--- src/rtl/debounced_hex_counter_pkg.sv ---
// -----------------------------------------------------------------------------
// debounced_hex_counter_pkg
//   Shared definitions for the debounced hex counter:
//     - debouncer state encoding (2 bits)
//     - default debounce length (1 ms at 50 MHz)
//     - the counter step rule, as a pure function used by the top level
// -----------------------------------------------------------------------------
`timescale 1ns/1ps

package debounced_hex_counter_pkg;

    // Per-button debouncer states.
    typedef enum logic [1:0] {
        DB_IDLE      = 2'd0,
        DB_CHK_PRESS = 2'd1,
        DB_PRESSED   = 2'd2,
        DB_CHK_REL   = 2'd3
    } db_state_e;

    localparam int unsigned DEBOUNCE_CYCLES_DEFAULT = 50000;

    // Result of one counter update.
    typedef struct packed {
        logic [3:0] value;
        logic       changed;
        logic       limit;
    } count_step_t;

    // One counter update from the debounced press pulses.
    // Clear wins over everything; up and down together cancel out.
    // Wrapping relies on plain 4-bit modulo arithmetic.
    function automatic count_step_t count_step(
        input logic [3:0] value,
        input logic       up,
        input logic       down,
        input logic       clr,
        input logic       wrap
    );
        count_step_t r;
        r.value   = value;
        r.changed = 1'b0;
        r.limit   = 1'b0;
        if (clr) begin
            r.value   = 4'h0;
            r.changed = (value != 4'h0);
        end else if (up && !down) begin
            r.limit = (value == 4'hF);
            if (!r.limit || wrap) begin
                r.value   = value + 4'h1;
                r.changed = 1'b1;
            end
        end else if (down && !up) begin
            r.limit = (value == 4'h0);
            if (!r.limit || wrap) begin
                r.value   = value - 4'h1;
                r.changed = 1'b1;
            end
        end
        return r;
    endfunction

endpackage

--- src/rtl/debounced_hex_counter_if.sv ---
// -----------------------------------------------------------------------------
// debounced_hex_counter_if
//   Groups the raw buttons and the counter outputs.
//     btn_up / btn_down / btn_clr : raw active-high buttons (asynchronous, bouncing)
//     value[3:0]                  : current count, feeds the seven-segment decoder
//     changed                     : one-cycle pulse when value takes a new value
//     limit                       : one-cycle pulse when a step wrapped or saturated
//   master: board/stimulus side (drives buttons); slave: the counter.
// -----------------------------------------------------------------------------
`timescale 1ns/1ps

interface debounced_hex_counter_if;
    logic       btn_up;
    logic       btn_down;
    logic       btn_clr;
    logic [3:0] value;
    logic       changed;
    logic       limit;

    modport master (
        output btn_up, btn_down, btn_clr,
        input  value, changed, limit
    );

    modport slave (
        input  btn_up, btn_down, btn_clr,
        output value, changed, limit
    );
endinterface

--- src/rtl/debounced_hex_counter_button_debouncer.sv ---
// -----------------------------------------------------------------------------
// button_debouncer
//   2-flop synchroniser followed by a four-state debounce FSM.
//   A level change is accepted only after DEBOUNCE_CYCLES consecutive stable
//   synchronised samples (DEBOUNCE_CYCLES must be >= 2).
//   Ports:
//     clk         : system clock
//     reset_n     : asynchronous active-low reset
//     raw         : raw button, asynchronous to clk
//     press_pulse : registered one-cycle pulse per accepted press
//     level       : debounced button level
// -----------------------------------------------------------------------------
`timescale 1ns/1ps

module button_debouncer
    import debounced_hex_counter_pkg::*;
#(
    parameter int unsigned DEBOUNCE_CYCLES = DEBOUNCE_CYCLES_DEFAULT
) (
    input  logic clk,
    input  logic reset_n,
    input  logic raw,
    output logic press_pulse,
    output logic level
);

    localparam int unsigned           CNT_W    = $clog2(DEBOUNCE_CYCLES + 1);
    localparam logic [CNT_W-1:0]      CNT_ONE  = CNT_W'(1);
    localparam logic [CNT_W-1:0]      CNT_LAST = CNT_W'(DEBOUNCE_CYCLES - 1);

    logic             sync_q1;
    logic             sync_q2;
    db_state_e        state_q;
    db_state_e        state_d;
    logic [CNT_W-1:0] cnt_q;
    logic [CNT_W-1:0] cnt_d;
    logic             press_d;

    // NOTE: sequential state uses non-blocking assignments so every flop
    // samples the pre-edge value of its source; that is what makes this a
    // two-stage synchroniser rather than a single wire.
    always_ff @(posedge clk or negedge reset_n) begin
        if (!reset_n) begin
            sync_q1 <= 1'b0;
            sync_q2 <= 1'b0;
        end else begin
            sync_q1 <= raw;
            sync_q2 <= sync_q1;
        end
    end

    always_ff @(posedge clk or negedge reset_n) begin
        if (!reset_n) begin
            state_q     <= DB_IDLE;
            cnt_q       <= '0;
            press_pulse <= 1'b0;
        end else begin
            state_q     <= state_d;
            cnt_q       <= cnt_d;
            press_pulse <= press_d;
        end
    end

    // cnt counts stable samples seen so far; the sample that leaves IDLE or
    // PRESSED is the first one, so the switch happens when cnt hits N-1 with
    // the level still held (the N-th stable sample).
    always_comb begin
        // NOTE: every combinational output gets a default first, so no path
        // through the case below can leave it unassigned and infer a latch.
        state_d = state_q;
        cnt_d   = cnt_q;
        press_d = 1'b0;
        unique case (state_q)
            DB_IDLE: begin
                if (sync_q2) begin
                    state_d = DB_CHK_PRESS;
                    cnt_d   = CNT_ONE;
                end
            end
            DB_CHK_PRESS: begin
                if (!sync_q2) begin
                    state_d = DB_IDLE;
                end else if (cnt_q == CNT_LAST) begin
                    state_d = DB_PRESSED;
                    press_d = 1'b1;
                end else begin
                    cnt_d = cnt_q + CNT_ONE;
                end
            end
            DB_PRESSED: begin
                if (!sync_q2) begin
                    state_d = DB_CHK_REL;
                    cnt_d   = CNT_ONE;
                end
            end
            DB_CHK_REL: begin
                if (sync_q2) begin
                    state_d = DB_PRESSED;
                end else if (cnt_q == CNT_LAST) begin
                    state_d = DB_IDLE;
                end else begin
                    cnt_d = cnt_q + CNT_ONE;
                end
            end
            default: state_d = DB_IDLE;
        endcase
    end

    assign level = (state_q == DB_PRESSED) || (state_q == DB_CHK_REL);

endmodule

--- src/rtl/debounced_hex_counter.sv ---
// -----------------------------------------------------------------------------
// debounced_hex_counter
//   Debounces three raw buttons (up/down/clear) and runs a 0..15 up/down
//   counter whose value feeds the seven-segment decoder input.
//   Parameters:
//     DEBOUNCE_CYCLES : stable cycles needed to accept a button change (>= 2)
//     WRAP            : 1 wraps 15<->0, 0 saturates at 15 and 0
//   Ports:
//     clk     : system clock
//     reset_n : asynchronous active-low reset
//     bus     : slave side of debounced_hex_counter_if (buttons in,
//               value/changed/limit out)
// -----------------------------------------------------------------------------
`timescale 1ns/1ps

module debounced_hex_counter
    import debounced_hex_counter_pkg::*;
#(
    parameter int unsigned DEBOUNCE_CYCLES = DEBOUNCE_CYCLES_DEFAULT,
    parameter bit          WRAP            = 1'b1
) (
    input  logic                      clk,
    input  logic                      reset_n,
    debounced_hex_counter_if.slave    bus
);

    logic        up_pulse;
    logic        down_pulse;
    logic        clr_pulse;
    // Debounced levels are not needed by the counter.
    logic [2:0]  unused_level;

    logic [3:0]  value_q;
    logic        changed_q;
    logic        limit_q;
    count_step_t step;

    button_debouncer #(.DEBOUNCE_CYCLES(DEBOUNCE_CYCLES)) u_db_up (
        .clk         (clk),
        .reset_n     (reset_n),
        .raw         (bus.btn_up),
        .press_pulse (up_pulse),
        .level       (unused_level[0])
    );

    button_debouncer #(.DEBOUNCE_CYCLES(DEBOUNCE_CYCLES)) u_db_down (
        .clk         (clk),
        .reset_n     (reset_n),
        .raw         (bus.btn_down),
        .press_pulse (down_pulse),
        .level       (unused_level[1])
    );

    button_debouncer #(.DEBOUNCE_CYCLES(DEBOUNCE_CYCLES)) u_db_clr (
        .clk         (clk),
        .reset_n     (reset_n),
        .raw         (bus.btn_clr),
        .press_pulse (clr_pulse),
        .level       (unused_level[2])
    );

    always_comb step = count_step(value_q, up_pulse, down_pulse, clr_pulse, WRAP);

    // changed/limit are registered alongside value, so they pulse in exactly
    // the cycle the new value appears.
    always_ff @(posedge clk or negedge reset_n) begin
        if (!reset_n) begin
            value_q   <= 4'h0;
            changed_q <= 1'b0;
            limit_q   <= 1'b0;
        end else begin
            value_q   <= step.value;
            changed_q <= step.changed;
            limit_q   <= step.limit;
        end
    end

    assign bus.value   = value_q;
    assign bus.changed = changed_q;
    assign bus.limit   = limit_q;

endmodule

--- src/flat_wrapper.sv ---
// flat-port wrapper written by rule: the top's interface ports become plain ports
module debounced_hex_counter_flat import debounced_hex_counter_pkg::*;
#(
    parameter int unsigned DEBOUNCE_CYCLES = DEBOUNCE_CYCLES_DEFAULT,
    parameter bit          WRAP            = 1'b1
)
  (clk, reset_n, bus_btn_up, bus_btn_down, bus_btn_clr, bus_value, bus_changed, bus_limit);
  debounced_hex_counter_if bus_i ();
  input  logic clk;
  input  logic reset_n;
  input wire logic [$bits(bus_i.btn_up)-1:0] bus_btn_up;
  input wire logic [$bits(bus_i.btn_down)-1:0] bus_btn_down;
  input wire logic [$bits(bus_i.btn_clr)-1:0] bus_btn_clr;
  output wire logic [$bits(bus_i.value)-1:0] bus_value;
  output wire logic [$bits(bus_i.changed)-1:0] bus_changed;
  output wire logic [$bits(bus_i.limit)-1:0] bus_limit;
  assign bus_i.btn_up = bus_btn_up;
  assign bus_i.btn_down = bus_btn_down;
  assign bus_i.btn_clr = bus_btn_clr;
  assign bus_value = bus_i.value;
  assign bus_changed = bus_i.changed;
  assign bus_limit = bus_i.limit;
  debounced_hex_counter #(.DEBOUNCE_CYCLES(DEBOUNCE_CYCLES), .WRAP(WRAP)) u_core (.clk(clk), .reset_n(reset_n), .bus(bus_i));
endmodule
--- config.mk ---
export PLATFORM = sky130hd
export DESIGN_NAME = debounced_hex_counter_flat
export DESIGN_NICKNAME = d
export VERILOG_FILES = /design/src/rtl/debounced_hex_counter_pkg.sv /design/src/rtl/debounced_hex_counter_if.sv /design/src/rtl/debounced_hex_counter_button_debouncer.sv /design/src/rtl/debounced_hex_counter.sv /design/src/flat_wrapper.sv
export SDC_FILE = /design/constraint.sdc
export NUM_CORES = 1
export LEC_CHECK = 0
export ABC_CLOCK_PERIOD_IN_PS = 1700
export CORE_MARGIN = 2
export CORE_UTILIZATION = 58
export DETAILED_ROUTE_END_ITERATION = 6
export DONT_BUFFER_PORTS = 1
export GPL_ROUTABILITY_DRIVEN = 0
export PLACE_DENSITY = 0.76
export SYNTH_ARGS = -nofsm -noshare
export SYNTH_HDL_FRONTEND = slang
export SYNTH_HIERARCHICAL = 1
export SYNTH_SLANG_ARGS = --single-unit
--- constraint.sdc ---
create_clock -name clk -period 1.7 [get_ports clk]
set_input_delay 0.34 -clock clk [delete_from_list [all_inputs] [get_ports clk]]
set_output_delay 0.34 -clock clk [all_outputs]
set_load 0.1 [all_outputs]
After elaboration in Yosys (flattened, before gate mapping)
Cells that the tools add are included.
Word-level totals
  flip-flop bits (word level): 69
  input bits: 5
  output and inout bits: 6
  word-level logic and storage cells: 122
Cells by class
  $add $sub $neg: 5
  eq/ne operators: 31
  muxes and demuxes: 52
  reductions and logical operators: 16
Operators with widths (count)
  2-to-1 mux 16 bit: 15
  one-hot mux 16 bit (4 select lines): 3
  adder 16 x 1 -> 16 bit (second input constant): 3
  equality test 16 bit (second input constant): 3
  2-to-1 mux 2 bit: 18
  inequality test 2 bit (second input constant): 12
  one-hot mux 2 bit (4 select lines): 3
  AND reduction 4 bit: 6
  inequality test 3 bit (second input constant): 6
  equality test 2 bit (second input constant): 6
  2-to-1 mux 6 bit: 2
  2-to-1 mux 1 bit: 10
  equality test 2 x 1 -> 1 bit (second input constant): 3
  logical NOT 2 bit: 3
  2-to-1 mux 5 bit: 1
  adder 4 x 1 -> 4 bit (second input constant): 1
  equality test 4 bit (second input constant): 1
  logical NOT 4 bit: 1
  nonzero test 4 bit: 1
  subtractor 4 x 1 -> 4 bit (second input constant): 1
  nonzero test 3 bit: 1
  logical AND 1 bit: 2
  logical NOT 1 bit: 2

Depth between registers and ports, before layout
Gate-level depths: netlist of run 1.
  depth after elaboration: 5
  gate-level depth with buffers: 5

Modules after synthesis
The synthesis of run 1 kept the hierarchy.
Modules (own cells, without submodules)
  button_debouncer: times used 3, cells each 122, area an instance 1238.7 µm², sequential area each 525.5 µm²
  debounced_hex_counter: times used 1, cells each 38, area an instance 374.1 µm², sequential area each 150.1 µm²

Least setup slack after synthesis of run 1
No wires, ideal clock.
  path kind: register -> register
  start: register u_core.value_q[0], in the netlist u_core/bus.value[0]
  end: register u_core.value_q[1], in the netlist u_core/bus.value[1]
  data arrival time: 1.760 ns
  path slack: -0.188 ns
  stages on the path, launching flop included: 5
  buffers on the path: 0
  cells stage by stage: dfrtp_1 -> inv_1 -> ha_1 -> a221oi_1 -> nor2_1
Between the ends
  word-level cells in the longest chain between the ends: 4
  elaborated cells between the ends (all ways): 5
Ends and longest elaborated chain
  start, declared: line debounced_hex_counter.sv:33  | logic [3:0] value_q;
  start signal, assigned: line debounced_hex_counter.sv:72  | value_q <= step.value;
  subtractor 4 x 1 -> 4 bit: line debounced_hex_counter_pkg.sv:55  | r.value = value - 4'h1;
  2-to-1 mux 6 bit: line debounced_hex_counter_pkg.sv:52  | end else if (down && !up) begin
  2-to-1 mux 6 bit *: line debounced_hex_counter_pkg.sv:46  | end else if (up && !down) begin
  2-to-1 mux 5 bit *: line debounced_hex_counter_pkg.sv:43  | if (clr) begin
Every way passes the cells marked *; elsewhere a longest branch is shown, timed or not. The select of a mux whose other input is x is not followed.
A chain may end at the register's enable or synchronous reset.

==> implementation parameters, run 1 <==
Parameter                              Value

Clock network
  Clock root cell    clkbuf_8
  H-tree depth reported by CTS    3
  Clock-pin slew of the registers on the worst-case setup and hold paths    0.08 ns
  Clock latency at the later pin of the worst-skew pair    0.34 ns
  Clock tree from TritonCTS    done
  Number of buffers created by CTS    9
  Maximum buffer depth of the clock tree    2
  Clk sinks    69

Route
  Residual DRC count    0
  Total detailed-routing wirelength    9.40 mm
  Detailed-router iteration count before antenna repair    5
  Antenna-violating nets left    0
  Via count of the routed design    3480
  Starting DRC count in detailed routing    182
  Average via count per standard cell    6.13
  Wire per inst    16.5 um

Global routing
  Number of antenna violations at the first check in global routing    0
  Total GRT Usage    24.9%
  Vias in the first global route    3158
  Pin count of the biggest net entering global routing    70
  Remaining global-route overflow    0
  First-pass GRT wire length    14.9 mm

Synth
  Yosys warning total    6
  Netlist Area Pre-Place    4080 um^2
  Syn Area/Cell    10.2 um^2
  Number of cells produced by synthesis    401
  Post-Synthesis Net Count    413

Worst setup path
  Count of cells along the worst register-to-register path    5
  Crit path arrival time    1.98 ns
  Maximum single-stage delay on the critical path    0.42 ns
  Worst path bufs/invs    1
  Peak fanout along the critical path    4
  Instance count on the critical path    5
  Endpoint class of the critical path    flop
  Series of cell instances along the critical path    or3b_4 -> nor4_4 -> buf_4 -> nand2_2 -> mux2_4
  Data required time of the critical path    1.92 ns
  Critical path launch point type    flop
  Delay-heaviest family, CP    simple AND/OR/NAND/NOR gates
  Cell at the slowest stage of the critical path    dfrtp_1
  Crit Path Category    reg -> reg
  Reg2Reg Setup Slack    -0.06 ns

Cells and area
  Proportion of layout cells with a drive suffix above 1    31.6%
  Most common library cell in the layout ignoring fill and taps    buf_4
  Number of standard cells in the layout, taps in and fillers out    568
  Count of antenna diodes in the layout    0
  Final standard cell area without fillers    5000 um^2
  Synth-to-Final Area Change    22.5%
  Most used cells in the layout excluding fill and tap cells    buf_4 (67), dfrtp_1 (59), nand2_1 (58), nor2_1 (22), a21oi_1 (19)
  Core occupancy in the finished layout    73.6%
  Number of nets in the finished design    480

STA
  Unrepaired setup endpoints after global routing    yes
  Upper clock frequency limit    570 MHz
  Period utilization    103%
  Total negative slack    -0.148 ns
  Worst hold slack    -0.320 ns
  Transition time of the tightest slew-check pin    0.591 ns
  Number of hold-slack violations in the final timing report    69
  Final setup violation count    4
  Clock period minus worst slack    1.76 ns
  Rel. slew slack    60.6%
  Post-Route Skew    0.0106 ns
  Final setup slack of the worst path    -0.0553 ns
  Slew Limit Fails    0

Run status
  Result of the run    finished, violations left
  Failing checks    negative hold slack, negative setup slack

Placement
  Post-place instance area    4530 um^2
  Number of port buffers    0
  Total half-perimeter wirelength after legalization and detailed placement    5.93 mm
  Post-Place Cells    533

Floorplan
  Core ar.    6790 um^2
  Initial Utilization    60.0%
  Vertical extent of the die    87.9 um
  Placement Rows    30
  Die outline area    7720 um^2
  Width of the chip    87.9 um
  Top-level I/O count    11

Power and ir drop
  Cell Pwr Density    708 nW/um^2
  Worst VDD drop    0.674 mV
  Static Leakage    0.00216 uW

Hold path
  Worst hold path class    in -> async

Flow run
  Number of max-capacitance violations reported    0
[worst paths after layout]
kind / start / end
hold / removal: reset_n / u_core/bus.value[0]$_DFFE_PN0P_
min in group clk: bus_btn_up / u_core/u_db_up/sync_q1$_DFF_PN0_
hold reg to reg: u_core/u_db_down/sync_q1$_DFF_PN0_ / u_core/u_db_down/sync_q2$_DFF_PN0_
max in group asynchronous: reset_n / u_core/u_db_up/cnt_q[1]$_DFFE_PN0P_
setup / recovery: u_core/u_db_up/cnt_q[6]$_DFFE_PN0P_ / flop
setup reg to reg: u_core/u_db_up/cnt_q[6]$_DFFE_PN0P_ / flop
[metal layers]
metal	track usage, %	share of wire [%]
met1	33.3	44
met2	40.1	50
met3	3.86	3.9
met4	11.3	2.7
met5	0	0
[per-stage QoR]
stage          worst slack, ns  total power [uW]
2_1_floorplan           0.0203              2060
3_3_place_gp            0.0186              2180
3_5_place_dp           -0.0953              2200
4_1_cts                0.00144              3500
5_1_grt                 -0.115              3710
6_report               -0.0553              3540
[sequential cells by signal (all words and copies together), names as in the netlist, named ones only]
signal / count
u_core/bus.changed: 1
u_core/bus.limit: 1
u_core/bus.value: 4
u_core/u_db_clr/cnt_q: 16
u_core/u_db_clr/press_pulse: 1
u_core/u_db_clr/state_q: 1
u_core/u_db_clr/sync_q1: 1
u_core/u_db_clr/sync_q2: 1
u_core/u_db_down/cnt_q: 16
u_core/u_db_down/press_pulse: 1
u_core/u_db_down/state_q: 1
u_core/u_db_down/sync_q1: 1
u_core/u_db_down/sync_q2: 1
u_core/u_db_up/cnt_q: 16
u_core/u_db_up/press_pulse: 1
u_core/u_db_up/state_q: 1
u_core/u_db_up/sync_q1: 1
u_core/u_db_up/sync_q2: 1
[power by group]
part | switching (uW) | total (uW) | internal [uW]
Sequential | 143 | 1870 | 1730
Combinational | 190 | 390 | 200
Clock | 613 | 1270 | 662
Total | 946 | 3540 | 2590
[cell type report]
cell class / count / area (um^2)
sequential: 69 / 1740
inverter: 10 / 37.5
tap: 96 / 120
clock inverter: 5 / 52.6
multi-input combinational: 306 / 2350
fill: 461 / 1800
timing repair buffer: 72 / 576
clock buffer: 10 / 128
[repair_timing]
item / 4_1_cts / 5_1_grt
cloned: 0 / 0
buffers inserted: 8 / 11
endpoints found under the setup margin: 15 / 28
pin swaps: 9 / 11
endpoints found under the hold margin: 69 / 70
resized for setup: 5 / 27
No activity file was read; power rests on OpenSTA's default activity.
==> run 2, diff against run 1 <==
CORE_MARGIN = unset   (was 2)
HOLD_SLACK_MARGIN = 0.05   (was unset)
==> run 2 against run 1 <==
The run still ends with negative hold slack, negative setup slack left. Sequential power is essentially flat. Largest cell class unchanged. Combinational power grew 3%. Count of clock-buffer cells in the layout shrank 1. Die area shrank 4.5%. Utilization grew 1.5 points. Global-route usage grew 1.5 points. Power grew 1.2%. Sequential cell count is the same. Sequential share of layout area shrank 0.68 points. Critical path depth grew 1.
==> implementation parameters, run 2 (synthesized netlist as in run 1, its figures left out) <==
Parameter                              Value

Worst setup path
  Crit Path Category    reg -> reg
  Reg-to-reg endpoint    u_core/u_db_clr/press_pulse$_DFF_PN0_
  Peak fanout along the critical path    5
  Reg2Reg Setup Slack    -0.07 ns
  Critical path launch point type    flop
  Crit path arrival time    2.07 ns
  Critical R2R Launch    u_core/u_db_clr/cnt_q[0]$_DFFE_PN0P_
  Data required time of the critical path    2.00 ns
  Count of cells along the worst register-to-register path    6
  Endpoint class of the critical path    flop

STA
  Transition time of the tightest slew-check pin    0.565 ns
  Rel. slew slack    62.3%
  Number of hold-slack violations in the final timing report    69
  Clock period minus worst slack    1.77 ns
  Final setup slack of the worst path    -0.0658 ns
  Slew Limit Fails    0
  Post-Route Skew    0.0162 ns
  Total negative slack    -0.216 ns
  Final setup violation count    8
  Upper clock frequency limit    566 MHz
  Worst hold slack    -0.345 ns
  Unrepaired setup endpoints after global routing    yes
  Period utilization    104%

Clock network
  Clock-pin slew of the registers on the worst-case setup and hold paths    0.10 ns
  Post-cts hold buffer count    3
  Clock tree from TritonCTS    done
  Clock root cell    clkbuf_8
  Clk sinks    69
  H-tree depth reported by CTS    3
  Clock latency at the later pin of the worst-skew pair    0.37 ns
  Maximum buffer depth of the clock tree    2
  Number of buffers created by CTS    9

Floorplan
  Core ar.    6790 um^2
  Vertical extent of the die    85.9 um
  Top-level I/O count    11
  Die outline area    7370 um^2
  Initial Utilization    60.0%
  Width of the chip    85.9 um
  Placement Rows    30

Cells and area
  Proportion of layout cells with a drive suffix above 1    33.3%
  Final standard cell area without fillers    5100 um^2
  Count of antenna diodes in the layout    0
  Core occupancy in the finished layout    75.1%
  Top Registers    u_core/u_db_clr/cnt_q: 16 flops, u_core/u_db_down/cnt_q: 16 flops, u_core/u_db_up/cnt_q: 16 flops
  Most common library cell in the layout ignoring fill and taps    buf_4
  Synth-to-Final Area Change    25.1%
  Number of nets in the finished design    484
  Most used cells in the layout excluding fill and tap cells    buf_4 (68), nand2_1 (58), dfrtp_1 (58), nor2_1 (22)

Global routing
  Number of antenna violations at the first check in global routing    0
  First-pass GRT wire length    15.1 mm
  Remaining global-route overflow    0
  Vias in the first global route    3281
  Pin count of the biggest net entering global routing    70
  Total GRT Usage    26.4%

Placement
  Post-place instance area    4570 um^2
  Total half-perimeter wirelength after legalization and detailed placement    5.99 mm
  Number of port buffers    0

Flow run
  Number of max-capacitance violations reported    0

Power and ir drop
  Psw    1090 uW
  Switching share of total power    30.5%
  Worst VDD drop    0.620 mV
  Power share of the combinational group    11.2%
  Power share of the sequential group    52.6%
  Clock network fraction of design power    36.2%
  Overall power after layout    3580 uW
  Cell Pwr Density    702 nW/um^2
  Static Leakage    0.00220 uW
  Internal Pwr Total    2490 uW

Run status
  Failing checks    negative hold slack, negative setup slack
  Result of the run    finished, violations left

Route
  Detailed-router iteration count before antenna repair    4
  Total detailed-routing wirelength    9.51 mm
  Average via count per standard cell    6.00
  Residual DRC count    0
  Wire per inst    16.6 um
  Starting DRC count in detailed routing    238
  Via count of the routed design    3439
  Antenna-violating nets left    0

Hold path
  Worst hold path class    in -> async
-- run 2: changes by cell type in the layout (fill, tap and decap cells not counted), moves of 2 or more --
cell,delta
dlygate4sd3_1,+2
nor4_4,+2
nand3_4,+3
inv_6,+4
nor3_1,-2
clkinv_2,-3
nor3_2,+2
nand3_1,-2
-- run 2: worst max-delay path: stages, from the launching register on --
cell	delay (ns)
dfrtp_1	0.41
ha_4	0.18
nand4b_1	0.18
buf_4	0.20
nor4_4	0.33
buf_4	0.17
and4b_1	0.23
-- run 2: stage by stage --
step	cells	setup slack [ns]
after floorplan	401	0.0203
after global placement	538	0.0353
after detailed placement	538	-0.0517
after CTS	561	-0.0135
after global routing	573	-0.139
final	573	-0.0658
-- run 2: cell type report --
| cell class | count | area, um^2 |
|---|---|---|
| multi-input cells | 306 | 2400 |
| clock inverters | 7 | 61.3 |
| repair buffers | 76 | 614 |
| inverters | 10 | 37.5 |
| clock buffers | 9 | 124 |
| well taps | 96 | 120 |
| fillers | 440 | 1690 |
| flip-flops and latches | 69 | 1740 |
-- run 2: layer usage --
layer  vias to the layer above  global-route usage [%]  wire (um)  part of all wire, %
li1                       1655                       -          -                    -
met1                      1687                    34.3       4250                   45
met2                        86                    43.8       4720                   50
met3                        11                    4.72        402                  4.2
met4                         0                    10.9        130                  1.4
met5                         -                       0          0                    0
-- run 2: power groups by stage --
stage               Clock [uW]  Sequential, uW  Combinational, uW
global route              1400            1900                442
CTS                       1330            1850                330
detailed placement           0            1880                320
floorplan                    0            1850                212
global placement             0            1870                302
finish                    1300            1880                400
-- run 2: what timing repair did --
action / 4_1_cts / 5_1_grt
endpoints found under the setup margin: 9 / 35
resized for setup: 3 / 40
endpoints found under the hold margin: 72 / 69
buffers inserted: 4 / 12
pin swaps: 4 / 22
-- run 2: worst max path at each step --
| stage | to | slack [ns] | from | cells after the start |
|---|---|---|---|---|
| 2_1_floorplan | flop | 0.02 | u_core/u_db_clr/cnt_q[11]$_DFFE_PN0P_ | 5 |
| 3_3_place_gp | flop | 0.04 | u_core/u_db_clr/cnt_q[0]$_DFFE_PN0P_ | 5 |
| 3_5_place_dp | flop | -0.05 | u_core/u_db_down/cnt_q[0]$_DFFE_PN0P_ | 5 |
| 4_1_cts | flop | -0.01 | u_core/u_db_down/cnt_q[0]$_DFFE_PN0P_ | 6 |
| 5_1_grt | u_core/u_db_clr/cnt_q[0]$_DFFE_PN0P_ | -0.14 | u_core/u_db_clr/cnt_q[0]$_DFFE_PN0P_ | 6 |
| 6_report | u_core/u_db_clr/press_pulse$_DFF_PN0_ | -0.07 | u_core/u_db_clr/cnt_q[0]$_DFFE_PN0P_ | 6 |
==> run 3, diff against run 2 <==
SKIP_LAST_GASP = 1   (was unset)
==> run 3 against run 2 <==
The flow still finishes with violations (negative hold slack, negative setup slack). Non-clock buffer count shrank 1. Final cell count fell by 0.17%. Sequential cell count unchanged. Critical path type unchanged. Critical endpoint unchanged. Highest routed layer unchanged.
==> implementation parameters, run 3 (synthesized netlist as in run 1, its figures left out) <==
Parameter                              Value

Worst setup path
  Critical path launch point type    flop
  Maximum single-stage delay on the critical path    0.40 ns
  Critical R2R Launch    u_core/u_db_clr/cnt_q[0]$_DFFE_PN0P_
  Crit Path Category    reg -> reg
  Most frequent CP cell    buf_4
  Crit path arrival time    2.07 ns
  Series of cell instances along the critical path    ha_4 -> nand4b_1 -> buf_4 -> nor4_4 -> buf_4 -> and4b_1
  Peak fanout along the critical path    5
  Data required time of the critical path    2.00 ns
  Crit path launch    u_core/u_db_clr/cnt_q[0]$_DFFE_PN0P_
  Endpoint class of the critical path    flop
  Cell at the slowest stage of the critical path    dfrtp_1

Cells and area
  Final standard cell area without fillers    5050 um^2
  Area of the multi-input gates    2370 um^2
  Count of antenna diodes in the layout    0
  Most common library cell in the layout ignoring fill and taps    buf_4
  Most used cells in the layout excluding fill and tap cells    buf_4 (69), dfrtp_1 (61), nand2_1 (59), nor2_1 (22)
  Number of nets in the finished design    483
  Synth-to-Final Area Change    23.9%
  Core occupancy in the finished layout    74.4%
  Top Registers    u_core/u_db_clr/cnt_q: 16 flops, u_core/u_db_down/cnt_q: 16 flops, u_core/u_db_up/cnt_q: 16 flops
  Filler cell count in the final layout    453
  Proportion of layout cells with a drive suffix above 1    31.9%
  Area of all sequential standard cells    1740 um^2

STA
  Final setup violation count    9
  Number of hold-slack violations in the final timing report    69
  Worst hold slack    -0.344 ns
  Transition time of the tightest slew-check pin    0.563 ns
  Upper clock frequency limit    565 MHz
  Period utilization    104%
  Slew Limit Fails    0
  Rel. slew slack    62.4%
  Total negative slack    -0.262 ns
  Post-Route Skew    0.0129 ns
  Clock period minus worst slack    1.77 ns
  Final setup slack of the worst path    -0.0715 ns
  Unrepaired setup endpoints after global routing    yes

Run status
  Result of the run    finished, violations left
  Failing checks    negative hold slack, negative setup slack

Power and ir drop
  Worst VDD drop    0.637 mV
  Static Leakage    0.00220 uW
  Cell Pwr Density    704 nW/um^2

Global routing
  GR Layer Usage met1    34.2%
  Met3 routing resource usage after global routing    4.72%
  Remaining global-route overflow    0
  Global-route track usage on met2    43.8%
  Total GRT Usage    26.4%
  Most heavily used metal layer in global routing    met2
  Vias in the first global route    3278
  First-pass GRT wire length    15.1 mm
  Number of antenna violations at the first check in global routing    0
  Pin count of the biggest net entering global routing    70

Floorplan
  Initial Utilization    60.0%
  Core ar.    6790 um^2
  Width of the chip    85.9 um
  Placement Rows    30
  Die outline area    7370 um^2
  Top-level I/O count    11
  Vertical extent of the die    85.9 um

Route
  Starting DRC count in detailed routing    244
  Wire per inst    16.3 um
  Via count of the routed design    3442
  Antenna-violating nets left    0
  Total detailed-routing wirelength    9.35 mm
  Detailed-router iteration count before antenna repair    5
  Average via count per standard cell    6.02
  Residual DRC count    0

Clock network
  Maximum buffer depth of the clock tree    2
  H-tree depth reported by CTS    3
  Post-cts hold buffer count    3
  Clock latency at the later pin of the worst-skew pair    0.37 ns
  Clock root cell    clkbuf_8
  Clk sinks    69
  Clock tree from TritonCTS    done
  Clock-pin slew of the registers on the worst-case setup and hold paths    0.09 ns
  Number of buffers created by CTS    9

Flow run
  Number of max-capacitance violations reported    0

Hold path
  Worst hold path class    in -> async

Placement
  Total half-perimeter wirelength after legalization and detailed placement    5.99 mm
  Post-place instance area    4570 um^2
  Number of port buffers    0
[run 3: cell types whose count changed in the layout (fill, tap and decap cells not counted), sizes merged]
cell  previous run  this run
buf             73        72
[run 3: layout make-up]
cell class                      instances  area share, %
Timing Repair Buffer                   75           11.9
Tap cell                               96           2.38
Sequential cell                        69           34.4
Clock buffer                            9           2.45
Clock inverter                          7           1.21
Multi-Input combinational cell        306           47.0
Inverter                               10          0.743
[run 3: final timing paths]
kind	end	slack [ns]	cells after the start
max	u_core/u_db_clr/press_pulse$_DFF_PN0_	-0.07	6
min	u_core/bus.limit$_DFF_PN0_	-0.34	0
max reg2reg	u_core/u_db_clr/press_pulse$_DFF_PN0_	-0.07	6
min reg2reg	u_core/u_db_up/sync_q2$_DFF_PN0_	0.36	0
max in group asynchronous	u_core/u_db_up/cnt_q[5]$_DFFE_PN0P_	1.93	0
min in group clk	u_core/u_db_up/sync_q2$_DFF_PN0_	0.36	0
[run 3: where the power goes]
| part | leakage, uW | total (uW) | internal, uW | switching [uW] |
|---|---|---|---|---|
| clock | 0.0000892 | 1300 | 559 | 737 |
| sequential | 0.000913 | 1870 | 1730 | 149 |
| combinational | 0.00120 | 389 | 197 | 193 |
| total | 0.00220 | 3560 | 2480 | 1080 |
[run 3: metal layers]
metal	wire [um]	up-vias	share of wire (%)
li1	-	1652	-
met1	4130	1692	44
met2	4640	85	50
met3	431	13	4.6
met4	145	0	1.6
met5	0	-	0
[run 3: through the flow]
stage                     worst slack (ns)  std cells  power, uW  hold WS [ns]
final                              -0.0715        572       3560        -0.344
after global routing                -0.126        572       3730        -0.375
after CTS                          -0.0398        561       3510        -0.358
after detailed placement           -0.0517        538       2200        0.0459
after global placement              0.0353        538       2170        0.0458
after floorplan                     0.0203        401       2060        0.0444
[run 3: repair_timing]
| action | CTS | global route |
|---|---|---|
| gates resized for setup | 2 | 31 |
| gates cloned | 0 | 0 |
| endpoints found under the setup margin | 9 | 36 |
| pin swaps | 4 | 21 |
| buffers inserted | 4 | 11 |
| endpoints found under the hold margin | 72 | 69 |
[run 3: worst max-delay path, delay by kind of cell, from the launching register on]
kind	cells	cell delay [ns]
flip-flops	1	0.40
buffers and inverters	2	0.38
adder cells (fa/ha/maj)	1	0.18
AND/OR/NAND/NOR	3	0.75
